===== config.mk =====
export PLATFORM = sky130hd
export DESIGN_NAME = icache_refill_unit_flat
export DESIGN_NICKNAME = d
export VERILOG_FILES = /design/src/rtl/icache_refill_unit_pkg.sv /design/src/rtl/icache_refill_unit_if.sv /design/src/rtl/icache_refill_unit_beat_assembler.sv /design/src/rtl/icache_refill_unit.sv /design/src/flat_wrapper.sv
export SDC_FILE = /design/constraint.sdc
export NUM_CORES = 1
export LEC_CHECK = 0
export CAP_MARGIN = 20
export CORE_AREA = 2 2 164 166
export DETAILED_ROUTE_END_ITERATION = 8
export DIE_AREA = 0 0 166 168
export PLACE_DENSITY = 0.87
export SYNTH_ARGS = -nofsm -noshare
export SYNTH_HDL_FRONTEND = slang
export SYNTH_SLANG_ARGS = --single-unit

===== constraint.sdc =====
create_clock -name clk -period 5.4 [get_ports clk]
set_clock_uncertainty 0.05 [all_clocks]
set_input_delay 1.08 -clock clk [delete_from_list [all_inputs] [get_ports clk]]
set_output_delay 1.08 -clock clk [all_outputs]
set_load 0.03 [all_outputs]

===== src/rtl/icache_refill_unit_pkg.sv =====
// Shared types, geometry constants and the block-align helper
// for the instruction-cache refill unit.
package icache_refill_unit_pkg;

   localparam int PKG_SIZE_PC     = 32;
   localparam int PKG_CACHE_WIDTH = 256;
   localparam int PKG_MEM_WIDTH   = 64;

   localparam int BEATS       = PKG_CACHE_WIDTH / PKG_MEM_WIDTH;
   localparam int BLOCK_BYTES = PKG_CACHE_WIDTH / 8;
   localparam int OFF_BITS    = $clog2(BLOCK_BYTES);
   localparam int CNT_W       = (BEATS > 1) ? $clog2(BEATS) : 1;

   typedef enum logic [2:0] {
      IDLE,
      REQ,
      FILL,
      WRITE,
      HOLD
   } state_e;

   function automatic logic [PKG_SIZE_PC-1:0] block_align(
      input logic [PKG_SIZE_PC-1:0] a
   );
      return {a[PKG_SIZE_PC-1:OFF_BITS], {OFF_BITS{1'b0}}};
   endfunction

endpackage


===== src/rtl/icache_refill_unit_if.sv =====
// Miss / memory / cache-write bundle of the refill unit.
// slave = refill unit, master = cache plus memory side.
interface icache_refill_unit_if
   import icache_refill_unit_pkg::*;
#(
   parameter int SIZE_PC     = PKG_SIZE_PC,
   parameter int CACHE_WIDTH = PKG_CACHE_WIDTH,
   parameter int MEM_WIDTH   = PKG_MEM_WIDTH
);

   logic                   miss_i;
   logic [SIZE_PC-1:0]     missAddr_i;
   logic                   memReq_o;
   logic [SIZE_PC-1:0]     memAddr_o;
   logic                   memGnt_i;
   logic                   memRespValid_i;
   logic [MEM_WIDTH-1:0]   memRespData_i;
   logic                   wrEnable_o;
   logic [SIZE_PC-1:0]     wrAddr_o;
   logic [CACHE_WIDTH-1:0] instBlock_o;
   logic                   busy_o;

   modport slave (
      input  miss_i,
      input  missAddr_i,
      input  memGnt_i,
      input  memRespValid_i,
      input  memRespData_i,
      output memReq_o,
      output memAddr_o,
      output wrEnable_o,
      output wrAddr_o,
      output instBlock_o,
      output busy_o
   );

   modport master (
      output miss_i,
      output missAddr_i,
      output memGnt_i,
      output memRespValid_i,
      output memRespData_i,
      input  memReq_o,
      input  memAddr_o,
      input  wrEnable_o,
      input  wrAddr_o,
      input  instBlock_o,
      input  busy_o
   );

endinterface


===== src/rtl/icache_refill_unit_beat_assembler.sv =====
// Beat counter and insert register that builds one cache block
// from memory beats; beat 0 lands in the lowest bits.
module refill_beat_assembler
   import icache_refill_unit_pkg::*;
#(
   parameter int CACHE_WIDTH = PKG_CACHE_WIDTH,
   parameter int MEM_WIDTH   = PKG_MEM_WIDTH
) (
   input  logic                   clk,
   input  logic                   reset,
   input  logic                   clear_i,
   input  logic                   beat_valid_i,
   input  logic [MEM_WIDTH-1:0]   beat_data_i,
   output logic                   last_o,
   output logic [CACHE_WIDTH-1:0] block_o
);

   localparam int NB = CACHE_WIDTH / MEM_WIDTH;
   localparam int CW = (NB > 1) ? $clog2(NB) : 1;

   logic [CW-1:0]          cnt_q;
   logic [CW-1:0]          cnt_d;
   logic [CACHE_WIDTH-1:0] blk_q;
   logic [CACHE_WIDTH-1:0] blk_d;

   assign last_o  = beat_valid_i && (cnt_q == CW'(NB - 1));
   assign block_o = blk_q;

   // Counter wraps to zero on the last beat.
   always_comb begin
      cnt_d = cnt_q;
      blk_d = blk_q;
      if (clear_i) begin
         cnt_d = '0;
         blk_d = '0;
      end else if (beat_valid_i) begin
         blk_d[cnt_q*MEM_WIDTH +: MEM_WIDTH] = beat_data_i;
         cnt_d = last_o ? '0 : cnt_q + 1'b1;
      end
   end

   always_ff @(posedge clk) begin
      if (reset) begin
         cnt_q <= '0;
         blk_q <= '0;
      end else begin
         cnt_q <= cnt_d;
         blk_q <= blk_d;
      end
   end

endmodule


===== src/rtl/icache_refill_unit.sv =====
// L1 I-cache miss refill FSM: request, assemble, write back.
// Optional next-line prefetch: ICACHE_REFILL_PREFETCH_EN.
module icache_refill_unit
   import icache_refill_unit_pkg::*;
#(
   parameter int SIZE_PC     = PKG_SIZE_PC,
   parameter int CACHE_WIDTH = PKG_CACHE_WIDTH,
   parameter int MEM_WIDTH   = PKG_MEM_WIDTH
) (
   input logic                 clk,
   input logic                 reset,
   icache_refill_unit_if.slave bus
);

   if (SIZE_PC != PKG_SIZE_PC ||
       CACHE_WIDTH != PKG_CACHE_WIDTH ||
       MEM_WIDTH != PKG_MEM_WIDTH ||
       CACHE_WIDTH % MEM_WIDTH != 0) begin : g_bad_geom
      $error("refill geometry must match package");
   end

   state_e             state_q;
   state_e             state_d;
   logic [SIZE_PC-1:0] addr_q;
   logic [SIZE_PC-1:0] addr_d;
   logic               req_q;
   logic               req_d;
   logic               wr_q;
   logic               wr_d;
   logic               pf_q;
   logic               pf_d;
   logic               clr;
   logic               beat_vld;
   logic               last;

   assign beat_vld = (state_q == FILL) && bus.memRespValid_i;

   refill_beat_assembler #(
      .CACHE_WIDTH (CACHE_WIDTH),
      .MEM_WIDTH   (MEM_WIDTH)
   ) u_asm (
      .clk          (clk),
      .reset        (reset),
      .clear_i      (clr),
      .beat_valid_i (beat_vld),
      .beat_data_i  (bus.memRespData_i),
      .last_o       (last),
      .block_o      (bus.instBlock_o)
   );

   always_comb begin
      state_d = state_q;
      addr_d  = addr_q;
      req_d   = req_q;
      wr_d    = 1'b0;
      pf_d    = pf_q;
      clr     = 1'b0;
      unique case (state_q)
         IDLE: begin
            if (bus.miss_i) begin
               state_d = REQ;
               addr_d  = block_align(bus.missAddr_i);
               req_d   = 1'b1;
               pf_d    = 1'b0;
            end
         end
         REQ: begin
            if (bus.memGnt_i) begin
               state_d = FILL;
               req_d   = 1'b0;
               clr     = 1'b1;
            end
         end
         FILL: begin
            if (last) begin
               state_d = WRITE;
               wr_d    = 1'b1;
            end
         end
         WRITE: state_d = HOLD;
         // HOLD keeps miss_i out so the cache sees the new block first.
         HOLD: begin
            state_d = IDLE;
            pf_d    = 1'b0;
`ifdef ICACHE_REFILL_PREFETCH_EN
            if (!pf_q && !bus.miss_i) begin
               state_d = REQ;
               addr_d  = addr_q + SIZE_PC'(BLOCK_BYTES);
               req_d   = 1'b1;
               pf_d    = 1'b1;
            end
`endif
         end
         default: state_d = IDLE;
      endcase
   end

   always_ff @(posedge clk) begin
      if (reset) begin
         state_q <= IDLE;
         addr_q  <= '0;
         req_q   <= 1'b0;
         wr_q    <= 1'b0;
         pf_q    <= 1'b0;
      end else begin
         state_q <= state_d;
         addr_q  <= addr_d;
         req_q   <= req_d;
         wr_q    <= wr_d;
         pf_q    <= pf_d;
      end
   end

   assign bus.memReq_o   = req_q;
   assign bus.memAddr_o  = addr_q;
   assign bus.wrEnable_o = wr_q;
   assign bus.wrAddr_o   = addr_q;
   assign bus.busy_o     = (state_q != IDLE);

endmodule

===== src/flat_wrapper.sv =====
// flat-port wrapper written by rule: the top's interface ports become plain ports
module icache_refill_unit_flat import icache_refill_unit_pkg::*;
#(
   parameter int SIZE_PC     = PKG_SIZE_PC,
   parameter int CACHE_WIDTH = PKG_CACHE_WIDTH,
   parameter int MEM_WIDTH   = PKG_MEM_WIDTH
)
  (clk, reset, bus_miss_i, bus_missAddr_i, bus_memGnt_i, bus_memRespValid_i, bus_memRespData_i, bus_memReq_o, bus_memAddr_o, bus_wrEnable_o, bus_wrAddr_o, bus_instBlock_o, bus_busy_o);
  icache_refill_unit_if #(.SIZE_PC(SIZE_PC), .CACHE_WIDTH(CACHE_WIDTH), .MEM_WIDTH(MEM_WIDTH)) bus_i ();
  input logic clk;
  input logic reset;
  input wire logic [$bits(bus_i.miss_i)-1:0] bus_miss_i;
  input wire logic [$bits(bus_i.missAddr_i)-1:0] bus_missAddr_i;
  input wire logic [$bits(bus_i.memGnt_i)-1:0] bus_memGnt_i;
  input wire logic [$bits(bus_i.memRespValid_i)-1:0] bus_memRespValid_i;
  input wire logic [$bits(bus_i.memRespData_i)-1:0] bus_memRespData_i;
  output wire logic [$bits(bus_i.memReq_o)-1:0] bus_memReq_o;
  output wire logic [$bits(bus_i.memAddr_o)-1:0] bus_memAddr_o;
  output wire logic [$bits(bus_i.wrEnable_o)-1:0] bus_wrEnable_o;
  output wire logic [$bits(bus_i.wrAddr_o)-1:0] bus_wrAddr_o;
  output wire logic [$bits(bus_i.instBlock_o)-1:0] bus_instBlock_o;
  output wire logic [$bits(bus_i.busy_o)-1:0] bus_busy_o;
  assign bus_i.miss_i = bus_miss_i;
  assign bus_i.missAddr_i = bus_missAddr_i;
  assign bus_i.memGnt_i = bus_memGnt_i;
  assign bus_i.memRespValid_i = bus_memRespValid_i;
  assign bus_i.memRespData_i = bus_memRespData_i;
  assign bus_memReq_o = bus_i.memReq_o;
  assign bus_memAddr_o = bus_i.memAddr_o;
  assign bus_wrEnable_o = bus_i.wrEnable_o;
  assign bus_wrAddr_o = bus_i.wrAddr_o;
  assign bus_instBlock_o = bus_i.instBlock_o;
  assign bus_busy_o = bus_i.busy_o;
  icache_refill_unit #(.SIZE_PC(SIZE_PC), .CACHE_WIDTH(CACHE_WIDTH), .MEM_WIDTH(MEM_WIDTH)) u_core (.clk(clk), .reset(reset), .bus(bus_i));
endmodule

==> results.cfg, run 1 <==
[outcome]
run_status = complete, no violations

[sta]
worstMarginPinSlew_ns = 0.958
period_share_pct = 58.2
max_freq_ghz = 0.318
fin_crit_ns = 3.14
hold_viol = 0
finalMaxSlewViolations = 0
grt_setup_unrepaired = false
fin_tns_setup_ns = 0
whs_ns = 0.422
setup_viol = 0
relSlewSlack_pct = 36.0

[worst_setup_path]
regToRegSetupSlack_ns = 2.46
cp_max_fo = 11
critPathKind = flop to output pin
critPathRequiredTime_ns = 4.27
crit_path_end_kind = output pin
cp-start-kind = flop
cp.arrival_ns = 2.01

[yosys]
synthTopCellsByCount = dfxtp_1, a21oi_1, nand4_1, o21ai_0, clkbuf_1
ys_seq_area_share_pct = 49.0
yosys-top-cells-area = dfxtp_1, nand4_1, a21oi_1
yosys.cell_count.top_type = dfxtp_1
synth_seq_cells = 290
synth_edf_count = 0
ys_warn_count = 0
synthFlopType = dfxtp_1
yosys.area.top_type_share_pct = 49.0
synthArstFlopShare_pct = 0
postSynthAreaPerCell_um2 = 8.49
yosys.area.top_type = dfxtp_1
ys_types = 35
mappedNetlistArea_um2 = 11900
syn_inst = 1395

[clock_tree]
htreeDepth = 1
clkTransAtPathRegs_ns = 0.06
cts_tree = yes
cts_resized = 0
clock_latency_ns = 0.55
hold_buffers = 0
clkSinkCount = 290
numCtsBuffers = 29
clk_path_buf_depth = 3
cts_root_buffer = clkbuf_16
post_cts.repair.setup_buffers = 0

[flow_run]
maxCapViolCount = 0

[die]
die_width_um = 166
dieArea_um2 = 27900
initial_utilization_pct = 45.0
rows = 60
die_h_um = 168
coreArea_um2 = 26400
ios = 424

[finish]
drive_above_1_share_pct = 5.26
nNetsFinal = 1756
final_cell_count_no_fill = 2013
n_antenna_cell = 0
design_area_um2 = 16500
area_growth_pct = 39.1

[hold_path]
worstHoldPathType = flop to flop

[global_routing]
antenna_found_initial = 0
grtUsageTotal_pct = 28.9
grt_overflow_total = 0
grt_pass1_vias = 11967
grt_start_max_net_pins = 157
grt_pass1_wl_mm = 66.2

[place]
placed_cell_area_um2 = 15500
hpwl_mm = 26.2
portBuffers = 408
gp_congestion = 0.830
post-place-cells = 1960

[routing]
post-route-drc-count = 0
drtAntennaViolNets = 0
drtIter0Drc = 1907
totalWireLength_mm = 43.4
drt-wirelength-per-cell_um = 21.6
num_vias = 12657
drtPass1Iterations = 6
via_per_inst = 6.29

[pwr]
powerDensity_nw_per_um2 = 287
total_power_mw = 4.73
power_leakage_nw = 5.14
peakVddDrop_uv = 257
-- sequential cells by signal, summed over array words and instances, names as in the netlist --
signal                 cells
u_core.bus.memAddr_o      27
u_core.bus.memReq_o        1
u_core.u_asm.block_o     256
u_core.bus.wrEnable_o      1
u_core.u_asm.cnt_q         2
u_core.state_q             3
-- logic make-up (layout without fill, tap and decap cells) --
kind of cell	Yosys count	after routing	synth area share, %
DFF	290	290	49.0
AOI/OAI and AO/OA	546	546	23.2
and+or+nand+nor	331	331	16.6
other	1	10	0.0316
buffers and inverters	222	490	10.6
adders and majority gates	5	5	0.528
-- cell type report --
cell class	count	area [µm²]
sequential	290	5810
clock buffer	41	851
fill	2069	9870
timing repair buffer	430	4340
multi-input combinational	892	4890
tap	341	427
clock inverter	12	144
inverter	7	26.3
-- metal layers --
metal  up-vias  GRT usage (%)  part of all wire, %
li1       5606              -                    -
met1      6024           35.7                   38
met2       860           47.1                   47
met3       167           7.33                   11
met4         0           14.6                  5.0
met5         -              0                    0
-- through the flow --
stage          utilization [%]  worst slack, ns
6_report                  62.6             2.26
2_1_floorplan                -             3.31
3_5_place_dp              58.8             1.94
4_1_cts                   62.6             2.24
3_3_place_gp              58.7             2.00
5_1_grt                   62.6             2.21
-- placed cells by master (no fill, tap or decap), types with 2 or more instances in the layout --
master and count:
a21oi_1 286, buf_12 7, buf_4 15, bufinv_16 3
clkbuf_1 4, clkbuf_16 29, clkbuf_8 8, clkdlybuf4s50_1 408
clkinv_2 6, clkinvlp_4 2, conb_1 10, dfxtp_1 290
ha_2 2, ha_4 2, inv_1 3, inv_2 4
nand2_1 56, nand2b_1 2, nand3_1 2, nand4_1 256
nor3b_2 3, o21ai_0 192, o21ai_1 64
-- worst max-delay path, stage by stage (launching register included) --
cell	delay (ns)
dfxtp_1	0.59
or3_1	0.19
clkdlybuf4s50_1	0.68
-- path summary, 6_finish.rpt --
path / from / end / cells after the start
max: u_core.state_q[1] / bus_busy_o / 2
min: u_core.u_asm.block_o[209] / u_core.u_asm.block_o[209] / 2
max reg2reg: u_core.u_asm.cnt_q[0] / u_core.u_asm.block_o[254] / 5
min reg2reg: u_core.u_asm.block_o[209] / u_core.u_asm.block_o[209] / 2
-- power by group --
group | internal, mW | total, mW | switching (mW)
Sequential | 2.16 | 2.19 | 0.0231
Clock | 1.24 | 2.09 | 0.854
Combinational | 0.160 | 0.454 | 0.294
(Power assumes the default switching activity.)
==> run 2: changes to the inputs <==
--- a/config.mk
+++ b/config.mk
@@ -6,10 +6,10 @@
 export NUM_CORES = 1
 export LEC_CHECK = 0
 export CAP_MARGIN = 20
-export CORE_AREA = 2 2 164 166
+export CORE_ASPECT_RATIO = 1.5
+export CORE_UTILIZATION = 41
 export DETAILED_ROUTE_END_ITERATION = 8
-export DIE_AREA = 0 0 166 168
-export PLACE_DENSITY = 0.87
+export PLACE_DENSITY = 0.83
 export SYNTH_ARGS = -nofsm -noshare
 export SYNTH_HDL_FRONTEND = slang
 export SYNTH_SLANG_ARGS = --single-unit
==> constraint.sdc (replaced) <==
create_clock -name clk -period 2.65 [get_ports clk]
set_clock_uncertainty 0.05 [all_clocks]
set_input_delay 0.53 -clock clk [delete_from_list [all_inputs] [get_ports clk]]
set_output_delay 0.53 -clock clk [all_outputs]
set_load 0.03 [all_outputs]
==> results.cfg, run 2 (same netlist as run 1, synthesis figures left out) <==
[clock_tree]
clkSinkCount = 290
clk_path_buf_depth = 3
post_cts.repair.setup_buffers = 0
cts_root_buffer = clkbuf_16
numCtsBuffers = 28
cts_tree = yes
htreeDepth = 1
clock_latency_ns = 0.54
clkTransAtPathRegs_ns = 0.06

[finish]
ff_latch_area_um2 = 5810
drive_above_1_share_pct = 6.49
final_cell_mix = clkdlybuf4s50_1, dfxtp_1, a21oi_1
largest_reg_flops = 256
n_antenna_cell = 0
multi_input_area_um2 = 4870
nNetsFinal = 1780
fin_util_pct = 59.6
area_growth_pct = 41.6
layout_commonest_cell = clkdlybuf4s50_1
fillCellCount = 2338

[outcome]
run_status = complete, no violations

[worst_setup_path]
cp-start-kind = flop
cp_max_fo = 8
slowest_stage = clkdlybuf4s50_1
critPathKind = flop to output pin
path_cells = or3_1, clkdlybuf4s50_1
crit_path_end_kind = output pin
critPathRequiredTime_ns = 2.07
cp_slowest_stage_delay_ns = 0.61
cp.arrival_ns = 1.99

[sta]
hold_viol = 0
period_share_pct = 97.1
finalWorstSetupSlack_ns = 0.0765
finalMaxSlewViolations = 0
relSlewSlack_pct = 43.2
fin_crit_ns = 2.57
grt_setup_unrepaired = false
fin_tns_setup_ns = 0
setup_viol = 0
max_freq_ghz = 0.389
worstMarginPinSlew_ns = 0.851

[global_routing]
grt_start_max_net_pins = 119
antenna_found_initial = 0
grt_pass1_vias = 11956
grt_pass1_wl_mm = 67.3
grt_overflow_total = 0
grtUsageTotal_pct = 28.8

[hold_path]
worstHoldPathType = flop to flop

[die]
initial_utilization_pct = 42.1
coreArea_um2 = 28200
dieArea_um2 = 29600
rows = 75
die_h_um = 210
ios = 424
die_width_um = 141

[routing]
post-route-drc-count = 0
drtPass1Iterations = 6
drtIter0Drc = 1150
totalWireLength_mm = 44.4
via_per_inst = 6.19
num_vias = 12618
drt-wirelength-per-cell_um = 21.8
drtAntennaViolNets = 0

[flow_run]
maxCapViolCount = 0

[place]
post-place-ws_ns = 0.315
gp_congestion = 0.843
portBuffers = 408
hpwl_mm = 28.3

[pwr]
total_power_mw = 9.56
power_leakage_nw = 5.29
peakVddDrop_uv = 514
powerDensity_nw_per_um2 = 570
[run 2: cell types whose count changed in the layout (fill, tap and decap cells not counted)]
cell	delta
buf_4	+12
buf_12	+13
clkinv_2	-2
inv_6	-1
clkinv_4	+2
dfxtp_2	+1
ha_2	+2
clkbuf_1	+1
ha_4	-2
dfxtp_1	-1
clkbuf_8	-3
[run 2: cell type report]
type	count	share of cell area, %
Multi-Input combinational cell	892	29.0
Timing Repair Buffer	455	27.9
Clock buffer	39	4.85
Clock inverter	11	0.850
Sequential cell	290	34.6
Tap cell	346	2.58
Inverter	7	0.157
[run 2: layer usage]
| metal | track usage [%] | wire, µm | up-vias |
|---|---|---|---|
| li1 | - | - | 5657 |
| met1 | 33.2 | 15800 | 5916 |
| met2 | 48.3 | 21500 | 866 |
| met3 | 5.34 | 4150 | 179 |
| met4 | 19.9 | 2970 | 0 |
| met5 | 0 | 0 | - |
[run 2: stage by stage]
| stage | hold slack (ns) | area (µm²) | instances |
|---|---|---|---|
| 2_1_floorplan | 0.415 | 11900 | 1404 |
| 3_3_place_gp | 0.407 | 15800 | 1990 |
| 3_5_place_dp | 0.414 | 15800 | 1990 |
| 4_1_cts | 0.422 | 16800 | 2040 |
| 5_1_grt | 0.436 | 16800 | 2040 |
| 6_report | 0.421 | 16800 | 2040 |
[run 2: power breakdown]
group / switching (mW) / internal [mW] / leakage, nW
clock: 1.72 / 2.43 / 0.466
sequential: 0.0448 / 4.41 / 2.34
combinational: 0.602 / 0.355 / 2.48
total: 2.37 / 7.19 / 5.29
[run 2: path summary, 6_finish.rpt]
check | from | depth (start not counted) | slack, ns | to
worst max register to register | u_core.u_asm.cnt_q[0] | 6 | 0.44 | u_core.u_asm.block_o[12]
worst min-delay path | u_core.u_asm.block_o[139] | 2 | 0.42 | u_core.u_asm.block_o[139]
worst min register to register | u_core.u_asm.block_o[139] | 2 | 0.42 | u_core.u_asm.block_o[139]
worst max-delay path | u_core.state_q[2] | 2 | 0.08 | bus_busy_o
[run 2: what timing repair did]
| item | 4_1_cts | 5_1_grt |
|---|---|---|
| endpoints found under the setup margin | 0 | 1 |
| gates resized for setup | 0 | 1 |
| hold buffers | 0 | 0 |
[run 2: critical path, delay by kind of cell (launching register included)]
kind / cells / cell delay, ns
simple gates: 1 / 0.42
buf+inv: 1 / 0.61
flops: 1 / 0.42
==> run 3: changes to the inputs <==
--- a/config.mk
+++ b/config.mk
@@ -9,6 +9,7 @@
 export CORE_ASPECT_RATIO = 1.5
 export CORE_UTILIZATION = 41
 export DETAILED_ROUTE_END_ITERATION = 8
+export GPL_TIMING_DRIVEN = 0
 export PLACE_DENSITY = 0.83
 export SYNTH_ARGS = -nofsm -noshare
 export SYNTH_HDL_FRONTEND = slang
==> results.cfg, run 3 (same netlist as run 1, synthesis figures left out) <==
[flow_run]
maxCapViolCount = 0

[place]
post-place-cells = 2158
gp_congestion = 0.882
hpwl_mm = 36.8
portBuffers = 408

[global_routing]
grt_overflow_total = 0
grt_pass1_vias = 12791
antenna_found_initial = 1
grtUsageTotal_pct = 32.1
grt_start_max_net_pins = 14
grt_pass1_wl_mm = 73.2

[worst_setup_path]
path_cells = inv_1, ha_1, clkdlybuf4s15_1, clkbuf_1, nand4_1, a21oi_1
critPathRequiredTime_ns = 3.07
critPathKind = flop to flop
cp_slowest_stage_delay_ns = 0.68
cp.arrival_ns = 2.89
crit_path_end_kind = flop
worst-path-buf-inv = 3
slowest_stage = clkdlybuf4s15_1
cp-start-kind = flop
cp_max_fo = 10
crit_family = buffers and inverters

[clock_tree]
clk_path_buf_depth = 3
cts_root_buffer = clkbuf_16
numCtsBuffers = 28
hold_buffers = 0
clkSinkCount = 290
htreeDepth = 1
cts_tree = yes
clock_latency_ns = 0.55
clkTransAtPathRegs_ns = 0.06

[routing]
drt-wirelength-per-cell_um = 22.3
drtIter0Drc = 866
drtPass1Iterations = 5
via_per_inst = 6.01
drtAntennaViolNets = 0
num_vias = 13255
post-route-drc-count = 0
totalWireLength_mm = 49.1

[finish]
fillCellCount = 2394
final_cell_mix = clkdlybuf4s50_1, dfxtp_1, a21oi_1
nNetsFinal = 1948
n_antenna_cell = 0
final_cell_count_no_fill = 2207
drive_above_1_share_pct = 8.70
largest_reg_flops = 256
layout_commonest_cell = clkdlybuf4s50_1
area_growth_pct = 45.8

[sta]
fin_tns_setup_ns = 0
fin_crit_ns = 2.47
max_freq_ghz = 0.405
finalMaxSlewViolations = 0
grt_setup_unrepaired = false
worstMarginPinSlew_ns = 0.868
hold_viol = 0
period_share_pct = 93.2
setup_viol = 0
relSlewSlack_pct = 42.1

[die]
coreArea_um2 = 28200
initial_utilization_pct = 42.1
die_width_um = 141
ios = 424
rows = 75
dieArea_um2 = 29600
die_h_um = 210

[outcome]
run_status = complete, no violations

[pwr]
power_leakage_nw = 5.66
peakVddDrop_uv = 480
powerDensity_nw_per_um2 = 541

[hold_path]
worstHoldPathType = flop to flop
-- run 3: changes by cell type in the layout (fill, tap and decap cells not counted), moves of 4 or more --
cell,previous run,this run
buf_4,27,44
ha_1,1,5
ha_2,4,0
clkbuf_1,5,107
buf_6,0,25
buf_12,20,0
buf_2,0,35
clkbuf_2,0,10
-- run 3: final timing paths --
kind	start	endpoint	slack, ns	depth (start not counted)
min	u_core.u_asm.block_o[83]	u_core.u_asm.block_o[83]	0.42	2
max	u_core.u_asm.cnt_q[0]	u_core.u_asm.block_o[176]	0.18	6
max reg2reg	u_core.u_asm.cnt_q[0]	u_core.u_asm.block_o[176]	0.18	6
min reg2reg	u_core.u_asm.block_o[83]	u_core.u_asm.block_o[83]	0.42	2
-- run 3: metrics by stage --
step	power, mW	setup slack, ns	hold slack (ns)	cell area (µm²)	utilization (%)
finish	9.35	0.180	0.425	17300	61.4
floorplan	5.08	0.782	0.415	11900	-
detailed placement	5.60	-0.0902	0.415	16400	58.3
global route	9.60	0.00468	0.436	17300	61.4
global placement	5.58	-0.0597	0.408	16400	58.3
CTS	9.33	0.0235	0.423	17300	61.3
-- run 3: power by group --
| part | switching, mW | leakage [nW] | internal (mW) |
|---|---|---|---|
| clock network | 1.69 | 0.425 | 2.14 |
| logic | 0.667 | 2.89 | 0.408 |
| registers | 0.0404 | 2.34 | 4.41 |
| total | 2.39 | 5.66 | 6.95 |
-- run 3: tightest hold or removal path, stage by stage, from the launching register on --
cell	delay, ns
dfxtp_1	0.31
o21ai_1	0.06
a21oi_1	0.06
-- run 3: what timing repair did --
action | 4_1_cts | 5_1_grt
endpoints found under the hold margin | 0 | 0
resized for setup | 0 | 13
setup buffers | 0 | 0
setup endpoints to repair | 0 | 17
-- run 3: cell type report --
type	count	area [µm²]	area share (%)
clock buffers	44	832	4.82
inverters	7	26.3	0.152
repair buffers	408	4090	23.7
well taps	346	433	2.51
clock inverters	5	25.0	0.145
plain buffers	215	1240	7.21
flip-flops and latches	290	5810	33.6
multi-input cells	892	4820	27.9
-- run 3: per-layer routing --
layer,GRT usage [%],vias up,wire [µm]
met1,33.7,6225,16700
li1,-,5998,-
met4,20.8,2,3420
met2,58.0,830,24600
met3,6.41,200,4490
met5,0,-,12
==> RTL change (flow settings as in run 1) <==
Reset style: asynchronous (`reset`), changed in 2 clocked blocks.
--- a/src/rtl/icache_refill_unit_beat_assembler.sv
+++ b/src/rtl/icache_refill_unit_beat_assembler.sv
@@ -39,7 +39,7 @@
       end
    end
 
-   always_ff @(posedge clk) begin
+   always_ff @(posedge clk or posedge reset) begin
       if (reset) begin
          cnt_q <= '0;
          blk_q <= '0;
--- a/src/rtl/icache_refill_unit.sv
+++ b/src/rtl/icache_refill_unit.sv
@@ -95,7 +95,7 @@
       endcase
    end
 
-   always_ff @(posedge clk) begin
+   always_ff @(posedge clk or posedge reset) begin
       if (reset) begin
          state_q <= IDLE;
          addr_q  <= '0;
Formal check against the unedited RTL: differs if reset is asserted again (counterexample within 4 cycles, from zero or initial values and one cycle with reset high); with reset held inactive, the same outputs for 4 cycles.
==> RTL change against run 1 <==
Sequential cell count stayed put; worst setup slack worse by 0.14 ns; synthesized area grew 10%; routed wire length shrank 1.7%; global-route usage grew 0.66 points; critical path depth is 3 higher; maximum frequency is 4.3% lower; final area rose by 8.6%; critical path type is now in -> reg.
Power is not compared: it rests on default switching activity, and its combinational part moved more than twofold at a synthesized area within 25%.
==> RTL change: results (changes against run 1) <==
| Metric | Value |
|---|---|
| CTS root buf | `clkbuf_16` |
| Worst hold margin | `0.448 ns (+0.0266 ns)` |
| Outcome | `finished, final reports clean` |
| First-pass GRT wire length | `66100 um (-0.24%)` |
| Routing usage on met1 | `0.390 (+0.0328)` |
| Critical path's top delay family | `simple AND/OR/NAND/NOR gates` |
| Wire length on met1 | `16500 um (+1.3%)` |
| Nets | `1617 (-7.9%)` |
| Async S/R FF share, synth | `1.00 (+1.00)` |
| Clock buffer depth | `3 (unchanged)` |
| Reg2Reg Setup Slack | `2.13 ns (-0.33 ns)` |
| Synth Area per Inst | `10.9 um2 (+28%)` |
| Vias in the first global route | `11355 (-5.1%)` |
| HPWL after DPL | `26700 um (+1.8%)` |
| Worst vdd ir | `266 uV` |
| Drt total wl | `42700 um (-1.7%)` |
| Highest routed layer | `met4` |
| Post-synth top flop | `dfrtp_1` |
| Post-synthesis cell type count | `36 (+2.9%)` |
| Placed cells | `1817 (-7.3%)` |
| P_sw | `0.00301 W` |
| Num CTS Buffers | `30 (+3.4%)` |
| Setup bufs post-CTS | `0 (unchanged)` |
| Critical path's largest stage delay | `0.87 ns (+0.19 ns)` |
| GRT Resource Usage Total | `0.296 (+0.00663)` |
| Top cells by area, synth | `dfrtp_1 (56%), mux2i_1 (4.9%), a31o_1 (4.0%), nand4_1 (4.0%), nand2_1 (3.7%)` |
| Final worst slack | `2.12 ns (-0.142 ns)` |
| Met3 usage in global routing | `0.0684 (-0.00494)` |
| Initial DRC Count | `1218 (-36%)` |
| Share of layout cells above drive strength 1 | `0.0783 (+0.0257)` |
| Rel. slew slack | `0.312 (-0.0480)` |
| Avg WL per Cell | `22.8 um (+5.7%)` |
| Synth top cells by count | `dfrtp_1 (290), nand2_1 (130), nand4_1 (83), o21ai_0 (74), inv_1 (68)` |
| Critical Path Slowest Stage Cell | `and2_2` |
| Port buffer count | `408 (unchanged)` |
| Cell area after placement | `16900 um2 (+8.9%)` |
| Routed length on met3 | `4220 um (-8.8%)` |
| Met2 usage | `0.485 (+0.0143)` |
| Worst slack at placement | `1.62 ns (-0.319 ns)` |
| # diodes | `0 (unchanged)` |
| Drt via density | `6.02 (-4.2%)` |
| Fraction of the yosys area taken by sequential cells | `0.556 (+0.0661)` |
| Largest net degree at the start of global routing | `150 (-4.5%)` |
| Final GP Congestion | `0.806 (-2.9%)` |
| Met2 wire len | `20400 um (+0.75%)` |
| CP Max Fanout | `39 (+28)` |
## RTL change: cell types whose count changed in the layout (fill, tap and decap cells not counted), sizes merged, moves of 62 or more
cell and change:
a211oi +64, a21oi -263, a31o +64, dfrtp +290, dfxtp -290, mux2i +64
nand2 +75, nand3 +62, nand4 -173, o21ai -173
## RTL change: cell type report
cell class	count	area, um2
multi-input combinational	688	4620
tap	341	427
sequential	290	7260
timing repair buffer	433	4360
inverter	68	259
clock inverter	6	32.5
fill	1886	8450
clock buffer	47	946
## RTL change: final timing paths
check                                               from                         to  cells after the start
worst max register to register     u_core.u_asm.cnt_q[0]  u_core.u_asm.block_o[124]                      6
worst min register to register  u_core.u_asm.block_o[78]   u_core.u_asm.block_o[78]                      1
worst max-delay path                  bus_memRespValid_i  u_core.u_asm.block_o[233]                      5
max in group asynchronous                          reset   u_core.u_asm.block_o[86]                      3
worst min-delay path            u_core.u_asm.block_o[78]   u_core.u_asm.block_o[78]                      1
min in group asynchronous                          reset  u_core.u_asm.block_o[214]                      2
## RTL change: worst reg2reg max path, stage by stage (launching register included)
cell and delay, ns:
dfrtp_1 0.55, inv_1 0.15, ha_2 0.41, and4b_1 0.91
and2_2 0.66, buf_12 0.28, a22o_1 0.20
## RTL change: logic make-up after synthesis
| kind of cell | synth area share |
|---|---|
| fa+ha+maj | 0.00479 |
| mux | 0.0724 |
| flops | 0.556 |
| compound gates | 0.152 |
| other cells | 0.000287 |
| simple gates | 0.118 |
| buf+inv | 0.0963 |
## RTL change: power by group through the flow
stage,Sequential (W),Combinational [W],Clock (W)
after floorplan,0.00307,0.00161,0
after global placement,0.00263,0.00292,0
after detailed placement,0.00265,0.00298,0
after CTS,0.00261,0.00300,0.00207
after global routing,0.00265,0.00315,0.00217
final,0.00262,0.00301,0.00205
